### src/rtl/fractran_pkg.sv
// Shared types and constants for the Fractran sequencer and evaluation core.
// Optional feature macro: FRACTRAN_STEP_LIMIT_EN (halt once MAX_STEPS fractions applied).
package fractran_pkg;

    localparam int unsigned DefProgDepth = 16;
    localparam int unsigned DefFracW     = 8;
    localparam int unsigned DefCntW      = 16;

    // Encoded fraction layout: numerator in the high nibble, denominator in the low nibble.
    localparam int unsigned FracNumMsb = 7;
    localparam int unsigned FracNumLsb = 4;
    localparam int unsigned FracDenMsb = 3;
    localparam int unsigned FracDenLsb = 0;

    typedef enum logic [2:0] {
        StIdle,
        StLoad,
        StFetch,
        StPresent,
        StHalted
    } seq_state_e;

endpackage

### src/rtl/fractran_prog_mem.sv
// Program store: one write port, one synchronous read port. Contents are not reset.
module fractran_prog_mem #(
    parameter int unsigned Depth = 16,
    parameter int unsigned Width = 8
) (
    input  logic                     clk_i,
    input  logic                     we_i,
    input  logic [$clog2(Depth)-1:0] waddr_i,
    input  logic [Width-1:0]         wdata_i,
    input  logic                     re_i,
    input  logic [$clog2(Depth)-1:0] raddr_i,
    output logic [Width-1:0]         rdata_o
);

    logic [Width-1:0] mem_q [Depth];
    logic [Width-1:0] rdata_q;

    // Write port and registered read port; read data holds while re_i is low.
    always_ff @(posedge clk_i) begin
        if (we_i) begin
            mem_q[waddr_i] <= wdata_i;
        end
        if (re_i) begin
            rdata_q <= mem_q[raddr_i];
        end
    end

    assign rdata_o = rdata_q;

endmodule

### src/rtl/fractran_sequencer.sv
// Fractran program sequencer: loads a program of encoded fractions, presents them to the
// core one at a time and tracks the program counter and applied-step count.
// Optional feature macro: FRACTRAN_STEP_LIMIT_EN (halt with limit_hit once MAX_STEPS applied).
module fractran_sequencer
    import fractran_pkg::*;
#(
    parameter int unsigned     PROG_DEPTH = DefProgDepth,
    parameter int unsigned     FRAC_W     = DefFracW,
    parameter int unsigned     CNT_W      = DefCntW,
    parameter logic [CNT_W-1:0] MAX_STEPS = {CNT_W{1'b1}}
) (
    input  logic                          clk,
    input  logic                          rst_n,
    input  logic                          load_valid,
    input  logic [FRAC_W-1:0]             load_data,
    input  logic                          load_last,
    output logic                          load_ready,
    input  logic                          start,
    output logic [FRAC_W-1:0]             fraction,
    output logic                          frac_valid,
    input  logic                          core_ack,
    input  logic                          core_hit,
    output logic [$clog2(PROG_DEPTH)-1:0] pc,
    output logic [$clog2(PROG_DEPTH):0]   prog_len,
    output logic [CNT_W-1:0]              step_count,
    output logic                          busy,
    output logic                          halt,
    output logic                          limit_hit
);

    localparam int unsigned AW = $clog2(PROG_DEPTH);
    localparam int unsigned LW = AW + 1;
    localparam logic [LW-1:0] LenFull = LW'(PROG_DEPTH);

    seq_state_e        state_q, state_d;
    logic [AW-1:0]     pc_q, pc_d;
    logic [LW-1:0]     len_q, len_d;
    logic [CNT_W-1:0]  step_q, step_d;
    logic              limit_q, limit_d;

    logic              mem_we;
    logic [AW-1:0]     mem_waddr;
    logic              mem_re;
    logic [FRAC_W-1:0] mem_rdata;

    fractran_prog_mem #(
        .Depth (PROG_DEPTH),
        .Width (FRAC_W)
    ) u_prog_mem (
        .clk_i   (clk),
        .we_i    (mem_we),
        .waddr_i (mem_waddr),
        .wdata_i (load_data),
        .re_i    (mem_re),
        .raddr_i (pc_q),
        .rdata_o (mem_rdata)
    );

    // State and counter registers; prog_len is cleared so a reset forces a reload.
    always_ff @(posedge clk or negedge rst_n) begin
        if (!rst_n) begin
            state_q <= StIdle;
            pc_q    <= '0;
            len_q   <= '0;
            step_q  <= '0;
            limit_q <= 1'b0;
        end else begin
            state_q <= state_d;
            pc_q    <= pc_d;
            len_q   <= len_d;
            step_q  <= step_d;
            limit_q <= limit_d;
        end
    end

    // Next-state, memory control and handshake outputs.
    always_comb begin
        state_d    = state_q;
        pc_d       = pc_q;
        len_d      = len_q;
        step_d     = step_q;
        limit_d    = limit_q;
        mem_we     = 1'b0;
        mem_waddr  = len_q[AW-1:0];
        mem_re     = 1'b0;
        load_ready = 1'b0;
        frac_valid = 1'b0;
        busy       = 1'b0;
        case (state_q)
            StIdle, StHalted: begin
                load_ready = 1'b1;
                if (load_valid) begin
                    // A fresh load always restarts at index 0; a simultaneous start is dropped.
                    mem_we    = 1'b1;
                    mem_waddr = '0;
                    len_d     = LW'(1);
                    limit_d   = 1'b0;
                    state_d   = load_last ? StIdle : StLoad;
                end else if (start) begin
                    pc_d    = '0;
                    step_d  = '0;
                    limit_d = 1'b0;
                    state_d = (len_q != '0) ? StFetch : StHalted;
                end
            end
            StLoad: begin
                busy       = 1'b1;
                load_ready = (len_q != LenFull);
                if (load_valid) begin
                    if (len_q != LenFull) begin
                        mem_we = 1'b1;
                        len_d  = len_q + LW'(1);
                    end
                    if (load_last) begin
                        state_d = StIdle;
                    end
                end
            end
            StFetch: begin
                busy    = 1'b1;
                mem_re  = 1'b1;
                state_d = StPresent;
            end
            StPresent: begin
                busy       = 1'b1;
                frac_valid = 1'b1;
                if (core_ack) begin
                    if (core_hit) begin
                        pc_d    = '0;
                        state_d = StFetch;
                        if (step_q != {CNT_W{1'b1}}) begin
                            step_d = step_q + CNT_W'(1);
                        end
`ifdef FRACTRAN_STEP_LIMIT_EN
                        if (step_d == MAX_STEPS) begin
                            state_d = StHalted;
                            limit_d = 1'b1;
                        end
`endif
                    end else if ({1'b0, pc_q} == len_q - LW'(1)) begin
                        state_d = StHalted;
                    end else begin
                        pc_d    = pc_q + AW'(1);
                        state_d = StFetch;
                    end
                end
            end
            default: state_d = StIdle;
        endcase
    end

    // Read data only reaches the core while a fraction is being presented.
    assign fraction   = (state_q == StPresent) ? mem_rdata : '0;
    assign pc         = pc_q;
    assign prog_len   = len_q;
    assign step_count = step_q;
    assign halt       = (state_q == StHalted);

`ifdef FRACTRAN_STEP_LIMIT_EN
    assign limit_hit = limit_q;
`else
    assign limit_hit = 1'b0;
    logic unused_limit;
    assign unused_limit = limit_q ^ (^MAX_STEPS);
`endif

endmodule
### config.mk
export PLATFORM = sky130hd
export DESIGN_NAME = fractran_sequencer
export DESIGN_NICKNAME = d
export VERILOG_FILES = /design/src/rtl/fractran_pkg.sv /design/src/rtl/fractran_prog_mem.sv /design/src/rtl/fractran_sequencer.sv
export SDC_FILE = /design/constraint.sdc
export NUM_CORES = 1
export LEC_CHECK = 0
export CAP_MARGIN = 15
export CORE_UTILIZATION = 63
export DETAILED_ROUTE_END_ITERATION = 8
export DONT_BUFFER_PORTS = 1
export GPL_ROUTABILITY_DRIVEN = 1
export PLACE_DENSITY = 0.79
export SYNTH_ARGS = -nofsm -noshare
export SYNTH_HDL_FRONTEND = slang
export SYNTH_SLANG_ARGS = --single-unit
### constraint.sdc
create_clock -name clk -period 3.1 [get_ports clk]
set_input_delay 0.775 -clock clk [delete_from_list [all_inputs] [get_ports clk]]
set_output_delay 0.775 -clock clk [all_outputs]
set_load 0.005 [all_outputs]
After elaboration in Yosys (flattened, before gate mapping)
Memory sizes are Yosys's and may differ from the RTL's. A register that Yosys moved wholly into a read port is not among the register bits.
Cells that the tools add are included.
- equal/unequal tests: 18
- add/subtract/negate cells: 4
- mux-type cells: 39
- reduce and logical (&&, ||, !) cells: 10
- operators with widths (operator ; count):
    two-way mux 16 bit ; 5
    one-hot mux 16 bit (2 select lines) ; 1
    two-way mux 4 bit ; 7
    two-way mux 3 bit ; 8
    != test 2 bit (second input constant) ; 9
    adder 16 x 1 -> 16 bit (second input constant) ; 1
    != test 16 bit (second input constant) ; 1
    two-way mux 5 bit ; 3
    one-hot mux 3 bit (4 select lines) ; 1
    one-hot mux 5 bit (2 select lines) ; 1
    two-way mux 1 bit ; 9
    two-way mux 8 bit ; 1
    one-hot mux 4 bit (2 select lines) ; 1
    AND reduction 4 bit ; 2
    equality test 3 x 2 -> 1 bit (second input constant) ; 2
    != test 3 bit (second input constant) ; 2
    AND reduction 6 bit ; 1
    adder 5 x 1 -> 5 bit (second input constant) ; 1
    equality test 4 x 5 -> 1 bit ; 1
    != test 5 bit (second input constant) ; 1
    AND reduction 5 bit ; 1
    nonzero test 5 bit ; 1
    subtractor 5 x 1 -> 5 bit (second input constant) ; 1
    adder 4 x 1 -> 4 bit (second input constant) ; 1
    other kinds (7) ; 9
- input bits: 15
- bits in writable memories: 128
- flip-flop bits (word level): 28
- memories: 1
- memories (name ; depth ; bits a word ; rd ports ; clocked after memory_dff ; wr ports ; RTL line ; RTL):
    u_prog_mem.mem_q ; 16 ; 8 ; 1 ; 1 ; 1 ; fractran_prog_mem.sv:15 ; logic [Width-1:0] mem_q [Depth];

Logic depth before layout (Yosys ltp)
Gate-level depths: netlist of the first run.
- depth in word-level cells: 6
- depth in mapped cells: 8

Hierarchy
From an unflattened synthesis of the first run, not the netlist that was laid out.
- cell total of the unflattened synthesis: 439
- area, all modules: 7148.1 um^2
- modules (own cells, without submodules) (module ; area each (um^2) ; seq. area each (um^2) ; cells each ; times used):
    fractran_prog_mem ; 5227.5 ; 4083.9 ; 229 ; 1
    fractran_sequencer ; 1920.6 ; 700.7 ; 210 ; 1

Worst setup path after synthesis of the first run
OpenSTA, ideal clock, no wires.
- path kind: register to register
- start: register len_q[0] (netlist: prog_len[0])
- end: memory u_prog_mem.mem_q[12][0] (enable)
- buffers on the path: 1
- stages on the path, launching flop included: 9
- clock period less this slack: 2.791 ns
- data required time: 2.705 ns
- setup time: 0.395 ns
- slack: 0.309 ns
- arrival time: 2.397 ns
- path through: dfrtp_1 > buf_2 > inv_1 > ha_1 > and4bb_2 > o21a_1 > nor2_1 > nand2_1 > nor4_1
- word-level cells in the longest chain between the ends: 6
- elaborated cells on any way between the ends: 8
- those cells by class: eq/ne: 1; mux: 7
- RTL lines (item ; RTL line ; RTL):
    from (decl) ; fractran_sequencer.sv:37 ; logic [LW-1:0] len_q, len_d;
    from (signal assigned) ; fractran_sequencer.sv:70 ; len_q <= len_d;
    != test 5 bit ; fractran_sequencer.sv:110 ; if (len_q != LenFull) begin
    two-way mux 1 bit ; fractran_sequencer.sv:110 ;
    two-way mux 1 bit ; fractran_sequencer.sv:109 ; if (load_valid) begin
    one-hot mux 1 bit (2 select lines) ; fractran_sequencer.sv:89 ; case (state_q)
    two-way mux 1 bit ; fractran_prog_mem.sv:20 ; if (we_i) begin
    two-way mux 1 bit (not written as such) ; fractran_prog_mem.sv:21 ; mem_q[waddr_i] <= wdata_i;
    to (decl) ; fractran_prog_mem.sv:15 ;
Parallel ways exist; a longest one is shown, timed or not.

Worst setup path after layout of the first run
- start: register len_q[0] (netlist: prog_len[0])
- end: output port load_ready
- word-level cells in the longest chain between the ends: 2
- RTL lines (item ; RTL line ; RTL):
    != test 5 bit ; fractran_sequencer.sv:108 ; load_ready = (len_q != LenFull);
    one-hot mux 1 bit (2 select lines) ; fractran_sequencer.sv:89 ;
    to (decl) ; fractran_sequencer.sv:17 ; output logic load_ready,
No other way between the ends.

==> results.txt, run 1 <==
- Run status: finished clean
- Cell-internal power: 4.28 mW
- Maximum Capacitance Violations: 0
- Across the routed clock network, the largest skew measured is 0.0104 ns.
- Number of nets with antenna violations after detailed routing: 0
* Post-detailed-placement half-perimeter wirelength: 9530 um
- Count of placed standard cells including taps: 621
- The first detailed-routing pass ran for 5 iterations.
- Of all nets on the critical path, the largest fanout is 13.
- Clock sink count: 164
- Maximum clock frequency: 336 MHz
- The congestion estimate from routability-driven global placement came to 0.875.
- The die is 108 um tall.
- Effective utilization at floorplan: 0.651
- Setup violations remaining at the end of the flow were counted as 0.
- After detailed routing, the average wire length per cell comes to 22.5 um.
- Broken down by cell family, the worst path's largest delay share belongs to flip-flops.
- Worst-path clk slew: 0.06 ns
- Power spread over the standard cell area amounts to 786 mW/mm2.
* Post-Synth Simple-Gate Area: 0.0847
- After detailed routing, the number of vias per cell comes to 6.62.
- Leaving out filler cells and counting taps, the final layout contains 654.
* Number of global-route vias before repair: 4,326
- The commonest cells after synthesis are edfxtp_1 (136), o21ai_0 (35), dfrtp_1 (28).
* Area share of fa/ha/maj cells after synthesis: 0.00706
- Compared with the post-synthesis result, the final layout area differs by 10.9%.
* Setup tns final: 0 ns
* Start-to-end type of the worst setup path: flip-flop to output pin
- On the critical path, the stage with the largest delay is an instance of dfrtp_1.
- CTS buffer count: 17
- Data on the critical path arrives at its endpoint at 2.20 ns.
- The number of nets handed over by synthesis was 506.
- Average cell area after synthesis: 14.6 um2
- After filler insertion, the fill cell instance count of the layout stands at 667.
- Largest family of logic cells by synthesized area: multiplexers
* Share of synthesized flip-flops with an asynchronous set or reset: 0.171
- The floorplan step defined a die boundary enclosing 0.0117 mm2.
- In this run the critical register-to-register path is launched from prog_len[0].
- The completed layout was analyzed and its total power is 6.18 mW.
- Setup slack on the worst flop-to-flop path: 0.46 ns
- Fraction of power consumed by sequential logic: 0.468
* Post-detailed-route DRC marker count: 0
- Proportion of layout cells with a drive suffix above 1: 0.167
* First-pass GRT wire length: 23,000 um
* Remaining global-route overflow: 0
- Synthesized flop and latch total: 164
* Measured slew at the worst slew-check pin: 0.919 ns
* Most used standard cell by instance count after synthesis: edfxtp_1
- The floorplan step set the die width to 108 um.
* Count of buffers inserted at the top-level ports: 0
* Bufs and invs on worst path: 1
* Yosys warns: 0
* Comb pwr share: 0.221
- 53 I/O pins were placed.
- Core area: 0.0109 mm2
- Switching power: 1.90 mW
- For this design the static power due to leakage is 2.67 nW.
- Combined area of all synthesized cells: 0.00709 mm2
* Share of cell area taken by muxes after synthesis: 0.104
- Number of placement rows: 38
* DRC marker count from the first detailed-route iteration: 577
* Clk_lat worst skew: 0.54 ns
- Summed over all layers, the routed wires come to 14,700 um.
* Count of pins over their slew limit: 0
- In this run the post-CTS setup repair buffer count came out at 0.
* Number of hold-slack violations in the final timing report: 0
- Post-synthesis instance total: 487
* Sw frac: 0.307
- Final Net Count: 520
* CTS tree: built
* H-Tree Depth: 4
- Data on the critical path is required at its endpoint by 2.32 ns.
- In this design, the stage delay of the slowest critical-path cell is 0.61 ns.
- Cell breakdown of the critical path: inv_1 -> ha_1 -> and4bb_2 -> o21a_1 -> nor2_1
- The repair_antennas step left the layout with diodes totalling 0.
- By area the synthesized netlist is led by edfxtp_1 (58%), dfrtp_1 (9.9%), mux4_2 (5.1%).
* Hold Crit Class: input port to async pin
- Among all flip-flop cells after synthesis, the most frequent one is edfxtp_1.
- Across every metal layer, demand over resource in global routing totals 0.278.
- Yosys mapped a number of flops with a built-in enable equal to 136.
* Portion of the post-synthesis area used by sequential elements: 0.675
- In this run, distinct cell masters in the synthesized netlist total 56.
* Resize count post-CTS: 0
* Via count: 4,328
- The complex-gate fraction of the synthesized area was 0.0974.
- The longest clock path from root to sink contains 2 buffers.
- Buffer cell driving the clock tree root: clkbuf_8
- Xor and xnor area share after synthesis: 0.00988
- Critical Path Start Type: flip-flop
- The worst-case IR drop observed on VDD is 0.603 mV.
* Period minus WS final: 2.98 ns
* Kind of end point of the critical path: output pin
* Synth area leader: edfxtp_1
- Relative slew slack: 0.385
- Area share of the largest cell type after synthesis: 0.576
* Setup repair after global routing missed its margin: false
- Maximum number of pins on one net before global-route repair: 29
- In the finished design, the share of the clock period the worst path needs comes to 0.961.
- The number of antenna violations at the first check in global routing came to 0.
- Of the total power, the clock network draws 0.311.
- The most critical setup path has its startpoint at prog_len[0].
[power by group through the flow]
stage / sequential (mW) / clock, mW / combinational, mW
after floorplan: 2.74 / 0 / 1.15
after global placement: 2.91 / 0 / 1.28
after detailed placement: 2.93 / 0 / 1.33
after CTS: 2.89 / 1.95 / 1.36
after global routing: 2.91 / 2.04 / 1.49
final: 2.89 / 1.92 / 1.37
[layout make-up]
cell class,count,area [um2],area share
Clock buffer,17,414,0.0527
Multi-Input combinational cell,289,2150,0.274
Timing Repair Buffer,23,185,0.0235
Clock inverter,15,130,0.0165
Sequential cell,164,4790,0.609
Inverter,6,22.5,0.00286
Tap cell,140,175,0.0223
[flip-flops by register name, indices dropped and copies added, names as in the netlist]
| name | cells |
|---|---|
| step_count | 16 |
| u_prog_mem.mem_q | 128 |
| pc | 4 |
| state_q | 3 |
| u_prog_mem.rdata_o | 8 |
| prog_len | 5 |
[path summary, 6_finish.rpt]
path | cells past startpoint | end
min reg2reg | 1 | step_count[9]
max in group asynchronous | 1 | step_count[0]
min in group clk | 1 | prog_len[3]
min | 1 | prog_len[0]
max reg2reg | 8 | u_prog_mem.mem_q[12][2]
max | 5 | load_ready
[through the flow]
| stage | hold WS (ns) | setup WS, ns | cell area (um2) | utilization |
|---|---|---|---|---|
| after floorplan | 0.479 | 0.309 | 7090 | - |
| after global placement | 0.480 | 0.624 | 7300 | 0.670 |
| after detailed placement | 0.480 | 0.577 | 7300 | 0.670 |
| after CTS | 0.0333 | 0.116 | 7860 | 0.722 |
| after global routing | 0.0438 | 0.0456 | 7860 | 0.722 |
| final | 0.0482 | 0.121 | 7860 | 0.722 |
[cells by family (layout without fill, tap and decap cells)]
| kind of cell | count (synthesis) | count (layout) |
|---|---|---|
| flops | 164 | 164 |
| other cells | 1 | 1 |
| simple gates | 118 | 118 |
| compound gates | 106 | 106 |
| fa+ha+maj | 4 | 4 |
| buf+inv | 34 | 61 |
| mux | 52 | 52 |
| xor+xnor | 8 | 8 |
[cell usage in the layout (no fill, tap or decap), types with 12 or more instances in the layout]
cell type and instances:
mux4_2 16, clkbuf_16 16, a21oi_1 23, dfrtp_1 27, mux2i_1 24, buf_4 22
mux2_2 12, nand2_1 27, nor2_1 25, edfxtp_1 136, o21ai_0 35, nand3_1 14
[timing repair]
action                                  in CTS  in global routing
endpoints found under the setup margin       0                  0
hold buffers                                 1                  0
hold endpoints to repair                    28                  0
[metal layers]
layer,GRT usage,vias up,wire (um)
met5,0,-,0
met2,0.447,195,7440
met4,0.126,0,354
met3,0.0766,38,1090
li1,-,1932,-
met1,0.355,2163,5830
[worst register-to-register path, cell delays in order (launching register included)]
cell      delay (ns)
dfrtp_1         0.61
inv_1           0.14
ha_1            0.28
and4bb_2        0.30
o21a_1          0.17
nor2_1          0.16
nand2_1         0.13
nor4_1          0.29
buf_4           0.26
No activity file was read; power rests on OpenSTA's default activity.
==> inputs of run 2 (changes only) <==
Settings changed: CORE_UTILIZATION 63 to 40, PLACE_DENSITY 0.79 to not set.
==> results.txt, run 2 (synthesized netlist as in run 1, its figures left out) <==
* Count of buffers inserted at the top-level ports: 0 (unchanged)
- The met2 usage in global routing came to 0.291 (was 0.447).
- Period minus WS final: 2.71 ns (was 2.98 ns)
- Worst Path Required: 2.32 ns (about the same)
- The die width was 135 um (was 108 um).
- The type of destination of the critical path was an output pin (unchanged).
- The final-layout worst hold slack was 0.0430 ns (was 0.0482 ns).
- Run status: finished clean (unchanged).
- Multi-input gate area in the final layout: 0.00215 mm2 (unchanged)
* Number of placement rows: 48 (was 38)
- Total power: 6.36 mW (was 6.18 mW)
* Proportion of layout cells with a drive suffix above 1: 0.169 (was 0.167)
* Most used routing layer: met2 (unchanged)
* Combined flip-flop and latch cell area: 0.00479 mm2 (unchanged)
* Clk_skew: 0.00830 ns (was 0.0104 ns)
* Clk_lat worst skew: 0.42 ns (was 0.54 ns)
- The initial core utilization was 0.410 (was 0.651).
- Worst-path clk slew: 0.07 ns (was 0.06 ns)
* Setup tns final: 0 ns (unchanged)
- The largest net degree at the start of global routing is 29 (unchanged).
- The number of flip-flops in the largest register was 128 (unchanged).
* Maximum clock path buffer count: 2 (unchanged)
* Hold Crit Class: input port to async pin (unchanged)
- The fmax was 370 MHz (was 336 MHz).
- Layout filler cell count: 1,520 (was 667)
- DRC marker count from the first detailed-route iteration: 414 (was 577)
- Post-detailed-placement half-perimeter wirelength: 10,000 um (was 9530 um)
- Number of hold-slack violations in the final timing report: 0 (unchanged)
* Total wire length after detailed routing: 15,400 um (was 14,700 um)
- Total iterations of the first detailed-routing run: 4 (was 5)
* Met3 routing resource usage after global routing: 0.0415 (was 0.0766)
- The via total after detailed routing was 4,213 (was 4,328).
- The number of levels the H-tree was split into was 4 (unchanged).
* Initial antenna violation count: 0 (unchanged)
- The number of global-route vias before repair is 4,035 (was 4,326).
- The leakage component of the power is 2.69 nW (was 2.67 nW).
- The post-cts hold buffer count came to 0 (was 1).
* Clock sink count: 164 (unchanged)
* CTS tree: built (unchanged)
- CTS buffer count: 17 (unchanged)
* Final period utilization: 0.873 (was 0.961)
- Maximum net fanout on the critical path: 8 (was 13)
* Count of pins over their slew limit: 0 (unchanged)
- The final net count came to 520 (unchanged).
- The most common cell after layout, fill and taps aside was edfxtp_1 (unchanged).
- The global-route wire length before repair is 23,600 um (was 23,000 um).
- The die outline height was 135 um (was 108 um).
* Largest reg by FF count: u_prog_mem.mem_q (unchanged)
- The global placement routability congestion came to 0.821 (was 0.875).
- The met1 demand-to-capacity share in global routing was 0.232 (was 0.355).
* CP Data Arrival Time: 1.93 ns (was 2.20 ns)
- The mean number of vias per cell was 5.70 (was 6.62).
* Start-to-end type of the worst setup path: flip-flop to output pin (unchanged)
- The final count of negative-setup-slack endpoints was 0 (unchanged).
* Post-detailed-route DRC marker count: 0 (unchanged)
- Measured slew at the worst slew-check pin: 0.842 ns (was 0.919 ns)
- The count of antenna-violating nets left after detailed routing is 0 (unchanged).
* Setup repair after global routing missed its margin: false (unchanged)
- Power density over cell area: 794 mW/mm2 (was 786 mW/mm2)
- The worst max-slew margin expressed relative to the limit came to 0.438 (was 0.385).
- Setup Fix Bufs, Post-CTS: 0 (unchanged)
- Antenna cells: 0 (unchanged)
* Maximum Capacitance Violations: 0 (unchanged)
- The global-route congestion overflow total was 0 (unchanged).
* Post-synthesis to final-layout area growth: 12.9% (was 10.9%)
* Most frequent cells in the layout: edfxtp_1 (136), o21ai_0 (35), nand2_1 (27), dfrtp_1 (27), nor2_1 (25) (unchanged)
* Core area: 0.0173 mm2 (was 0.0109 mm2)
* Worst VDD drop: 0.417 mV (was 0.603 mV)
- The wire length per cell after detailed routing is 20.8 um (was 22.5 um).
- Critical Path Start Type: flip-flop (unchanged)
- The number of gates resized after cts was 0 (unchanged).
- The boundary pin count was 53 (unchanged).
* Global-route total usage across every layer: 0.179 (was 0.278)
* Buffer cell driving the clock tree root: clkbuf_16 (was clkbuf_8)
- Die footprint: 0.0183 mm2 (was 0.0117 mm2)
-- run 2: cell count changes in the layout (fill, tap and decap cells not counted), moves of 2 or more --
cell	change
clkinv_1	-2
clkinv_2	-2
clkinv_4	+2
inv_8	+2
-- run 2: report_power, final --
part / leakage, nW / internal, mW / switching [mW] / total [mW]
registers: 1.60 / 2.61 / 0.267 / 2.88
clock network: 0.287 / 1.21 / 0.888 / 2.10
logic: 0.799 / 0.606 / 0.774 / 1.38
-- run 2: layout make-up --
| type | count | area share |
|---|---|---|
| clock buffer | 18 | 0.0536 |
| clock inverter | 14 | 0.0208 |
| inverter | 6 | 0.00281 |
| multi-input combinational | 289 | 0.269 |
| sequential | 164 | 0.598 |
| tap | 225 | 0.0352 |
| timing repair buffer | 23 | 0.0216 |
-- run 2: worst paths after layout --
path                           startpoint  cells after the start  slack, ns                endpoint
setup reg to reg              prog_len[1]                      7       0.60  u_prog_mem.mem_q[5][6]
hold reg to reg            step_count[15]                      1       0.54          step_count[15]
max in group asynchronous           rst_n                      0       2.97           step_count[3]
hold / removal                      rst_n                      0       0.04              state_q[2]
min in group clk               load_valid                      1       0.44             prog_len[3]
setup / recovery              prog_len[1]                      5       0.39              load_ready
-- run 2: stage by stage --
stage | util | instance area [um2] | setup slack, ns | std cells
floorplan | - | 7090 | 0.309 | 487
global placement | 0.429 | 7410 | 0.689 | 707
detailed placement | 0.429 | 7410 | 0.631 | 707
CTS | 0.463 | 8010 | 0.381 | 739
global route | 0.463 | 8010 | 0.314 | 739
finish | 0.463 | 8010 | 0.394 | 739
-- run 2: metal layers --
| layer | vias up | share of wire |
|---|---|---|
| li1 | 1936 | - |
| met1 | 2127 | 0.43 |
| met2 | 133 | 0.50 |
| met3 | 17 | 0.060 |
| met4 | 0 | 0.014 |
| met5 | - | 0 |
-- run 2: worst max-delay path: stages (launching register included) --
cell and delay [ns]:
dfrtp_1 0.51, inv_1 0.12, ha_1 0.25, and4bb_2 0.29
o21a_1 0.17, nor2_1 0.18
==> inputs of run 3 (changes only) <==
Settings changed: ABC_CLOCK_PERIOD_IN_PS set to 2670.
Clock period 3.1 ns to 2.67 ns, I/O delays scaled along.
==> results.txt, run 3 (synthesized netlist as in run 1, its figures left out) <==
* Critical Path Start Type: flip-flop (unchanged)
- The number of global-route vias before repair was 4,220 (was 4,035).
- For this run, the top clock speed supported by timing is 402 MHz.
* Relative slew slack: 0.570 (was 0.438)
- Kind of end point of the critical path: output pin (unchanged)
- Number of hold-slack violations in the final timing report: 0 (unchanged)
- Most frequent cells in the layout: edfxtp_1 (136), o21ai_0 (35), buf_4 (31), nand2_1 (27), dfrtp_1 (27) (was edfxtp_1 (136), o21ai_0 (35), nand2_1 (27), dfrtp_1 (27), nor2_1 (25)).
* Die footprint: 0.0183 mm2 (unchanged)
- The sum of negative setup slack was 0 ns (unchanged).
* Proportion of power drawn by the clock network: 0.315 (was 0.330)
- The DRC violation total after the first TritonRoute iteration is 409 (was 414).
* Worst VDD drop: 0.493 mV (was 0.417 mV)
- Non-filler instance count after layout: 747 (was 739)
* Count of pins on the block boundary: 53 (unchanged)
- Cell-internal power: 5.18 mW (was 4.43 mW)
- The global-route wire length before repair came to 24,300 um (was 23,600 um).
- Run status: finished clean (unchanged)
- The sequential cell area is 0.00479 mm2 (unchanged).
* Switching power: 2.19 mW (was 1.93 mW)
* # setup viols final: 0 (unchanged)
- Total wire length after detailed routing: 15,500 um (was 15,400 um)
- The post-CTS setup buffer count came to 0 (unchanged).
- The wire length per cell after detailed routing came to 20.7 um (was 20.8 um).
- The count of antenna-violating nets left after detailed routing is 0 (unchanged).
- The overall routing resource usage was 0.183 (was 0.179).
- Final period utilization: 0.931
- The clock sink total came to 164 (unchanged).
- Worst Path Required: 2.00 ns (was 2.32 ns)
- Static leakage power: 2.72 nW (was 2.69 nW)
* Buffer cell driving the clock tree root: clkbuf_16 (unchanged)
- Vias/cell: 5.64 (was 5.70)
- Period minus WS final: 2.48 ns
- Sw frac: 0.297 (was 0.303)
- Most frequent standard cell in the layout excluding fill and tap cells: edfxtp_1 (unchanged)
- The clock latency reported for the late side of the worst-skew pair is 0.42 ns (about the same).
- The ratio of total power to cell area came to 912 mW/mm2 (was 794 mW/mm2).
- Maximum number of pins on one net before global-route repair: 29 (unchanged)
* Die Y-Extent: 135 um (unchanged)
- Post-detailed-placement half-perimeter wirelength: 10,300 um (was 10,000 um)
- Remaining global-route overflow: 0 (unchanged)
- DIE WIDTH: 135 um (unchanged)
* Post-synthesis to final-layout area growth: 14.0% (was 12.9%)
* Initial antenna violation count: 1 (was 0)
- Proportion of layout cells with a drive suffix above 1: 0.180 (was 0.169)
- The number of pins exceeding their max-slew limit in the final report is 0 (unchanged).
- The logic depth of the worst register-to-register path came to 7 (unchanged).
- Number of placement rows: 48 (unchanged)
- The largest register by flop count was u_prog_mem.mem_q (unchanged).
- The via total after detailed routing came to 4,216 (was 4,213).
- The number of levels the H-tree was split into is 4 (unchanged).
- Start-to-end type of the worst setup path: flip-flop to output pin (unchanged)
* Flip-flop count of the largest register after layout: 128 (unchanged)
- The global placement routability congestion is 0.803 (was 0.821).
- Worst-path clk slew: 0.06 ns (was 0.07 ns)
- Number of buffers inserted by hold repair at cts: 1 (was 0)
- Setup repair after global routing missed its margin: false (unchanged).
* Maximum clock path buffer count: 2 (unchanged)
- Post-detailed-route DRC marker count: 0 (unchanged)
* CTS buffer count: 17 (unchanged)
- Comb pwr share: 0.253 (was 0.217)
- Final Net Count: 530 (was 520)
- Count of placed standard cells including taps: 716 (was 707)
* CP Data Arrival Time: 1.82 ns (was 1.93 ns)
- The number of inserted filler cells in the final layout was 1,487 (was 1,520).
- The total core area came to 0.0173 mm2 (unchanged).
- The clock skew after layout was 0.00610 ns (was 0.00830 ns).
- Antenna cells: 0 (unchanged)
* End-of-flow core utilization: 0.467 (was 0.463)
* Fraction of power consumed by sequential logic: 0.432 (was 0.453)
- Maximum Capacitance Violations: 0 (unchanged)
- Count of buffers inserted at the top-level ports: 0 (unchanged)
* Effective utilization at floorplan: 0.410 (unchanged)
- The iteration count of the initial detailed-routing pass came to 5 (was 4).
* Multi-input gate area in the final layout: 0.00216 mm2 (was 0.00215 mm2)
* Maximum net fanout on the critical path: 5 (was 8)
- The CTS tree is built (unchanged).
- The worst-margin pin slew came to 0.639 ns (was 0.842 ns).
- The kind of path behind the tightest hold check was input port to async pin (unchanged).
- Resize count post-CTS: 0 (unchanged)
* Total power: 7.37 mW (was 6.36 mW)
run 3: cell count changes in the layout (fill, tap and decap cells not counted):
cell	before	now
buf_4	23	31
clkinv_1	0	3
inv_8	3	0
buf_12	0	2
clkinv_4	3	1
clkinv_2	1	0
clkinvlp_4	2	3
nor3_1	11	10
nor3_2	0	1
nor4_1	3	2
nor4_2	0	1
run 3: per-layer routing:
layer	vias up	track usage	wire, um
met5	-	0	0
li1	1951	-	-
met4	0	0.0637	155
met3	11	0.0468	874
met1	2133	0.236	6750
met2	121	0.300	7710
run 3: power by group through the flow:
stage | clock network [mW] | logic, mW | registers, mW
after floorplan | 0 | 1.34 | 3.18
after global placement | 0 | 1.83 | 3.23
after detailed placement | 0 | 1.85 | 3.24
after CTS | 2.36 | 1.88 | 3.19
after global routing | 2.47 | 2.03 | 3.21
final | 2.32 | 1.86 | 3.19
run 3: final timing paths:
kind / from / end / slack [ns]
max reg2reg: prog_len[0] / pc[1] / 0.44
max: prog_len[0] / load_ready / 0.19
min: rst_n / step_count[15] / 0.07
min reg2reg: step_count[9] / step_count[9] / 0.53
max in group asynchronous: rst_n / pc[0] / 2.43
min in group clk: load_valid / prog_len[3] / 0.33
run 3: metrics by stage:
stage          hold slack, ns  worst slack, ns  cell area (um2)
6_report               0.0670            0.185             8080
5_1_grt                0.0607           0.0743             8080
4_1_cts                0.0573            0.185             8080
3_5_place_dp            0.373            0.452             7500
3_3_place_gp            0.373            0.478             7500
2_1_floorplan           0.372           0.0571             7100
run 3: cell type report:
class | instances | area share
inverter | 6 | 0.00279
clock buffer | 18 | 0.0531
tap | 225 | 0.0348
timing repair buffer | 33 | 0.0337
sequential | 164 | 0.592
multi-input combinational | 289 | 0.267
clock inverter | 12 | 0.0159
run 3: worst max-delay path, stage by stage (launching register included):
cell and delay (ns):
dfrtp_1 0.34, inv_1 0.06, ha_1 0.25, and4bb_2 0.29
o21a_1 0.17, nor2_1 0.14, buf_4 0.14
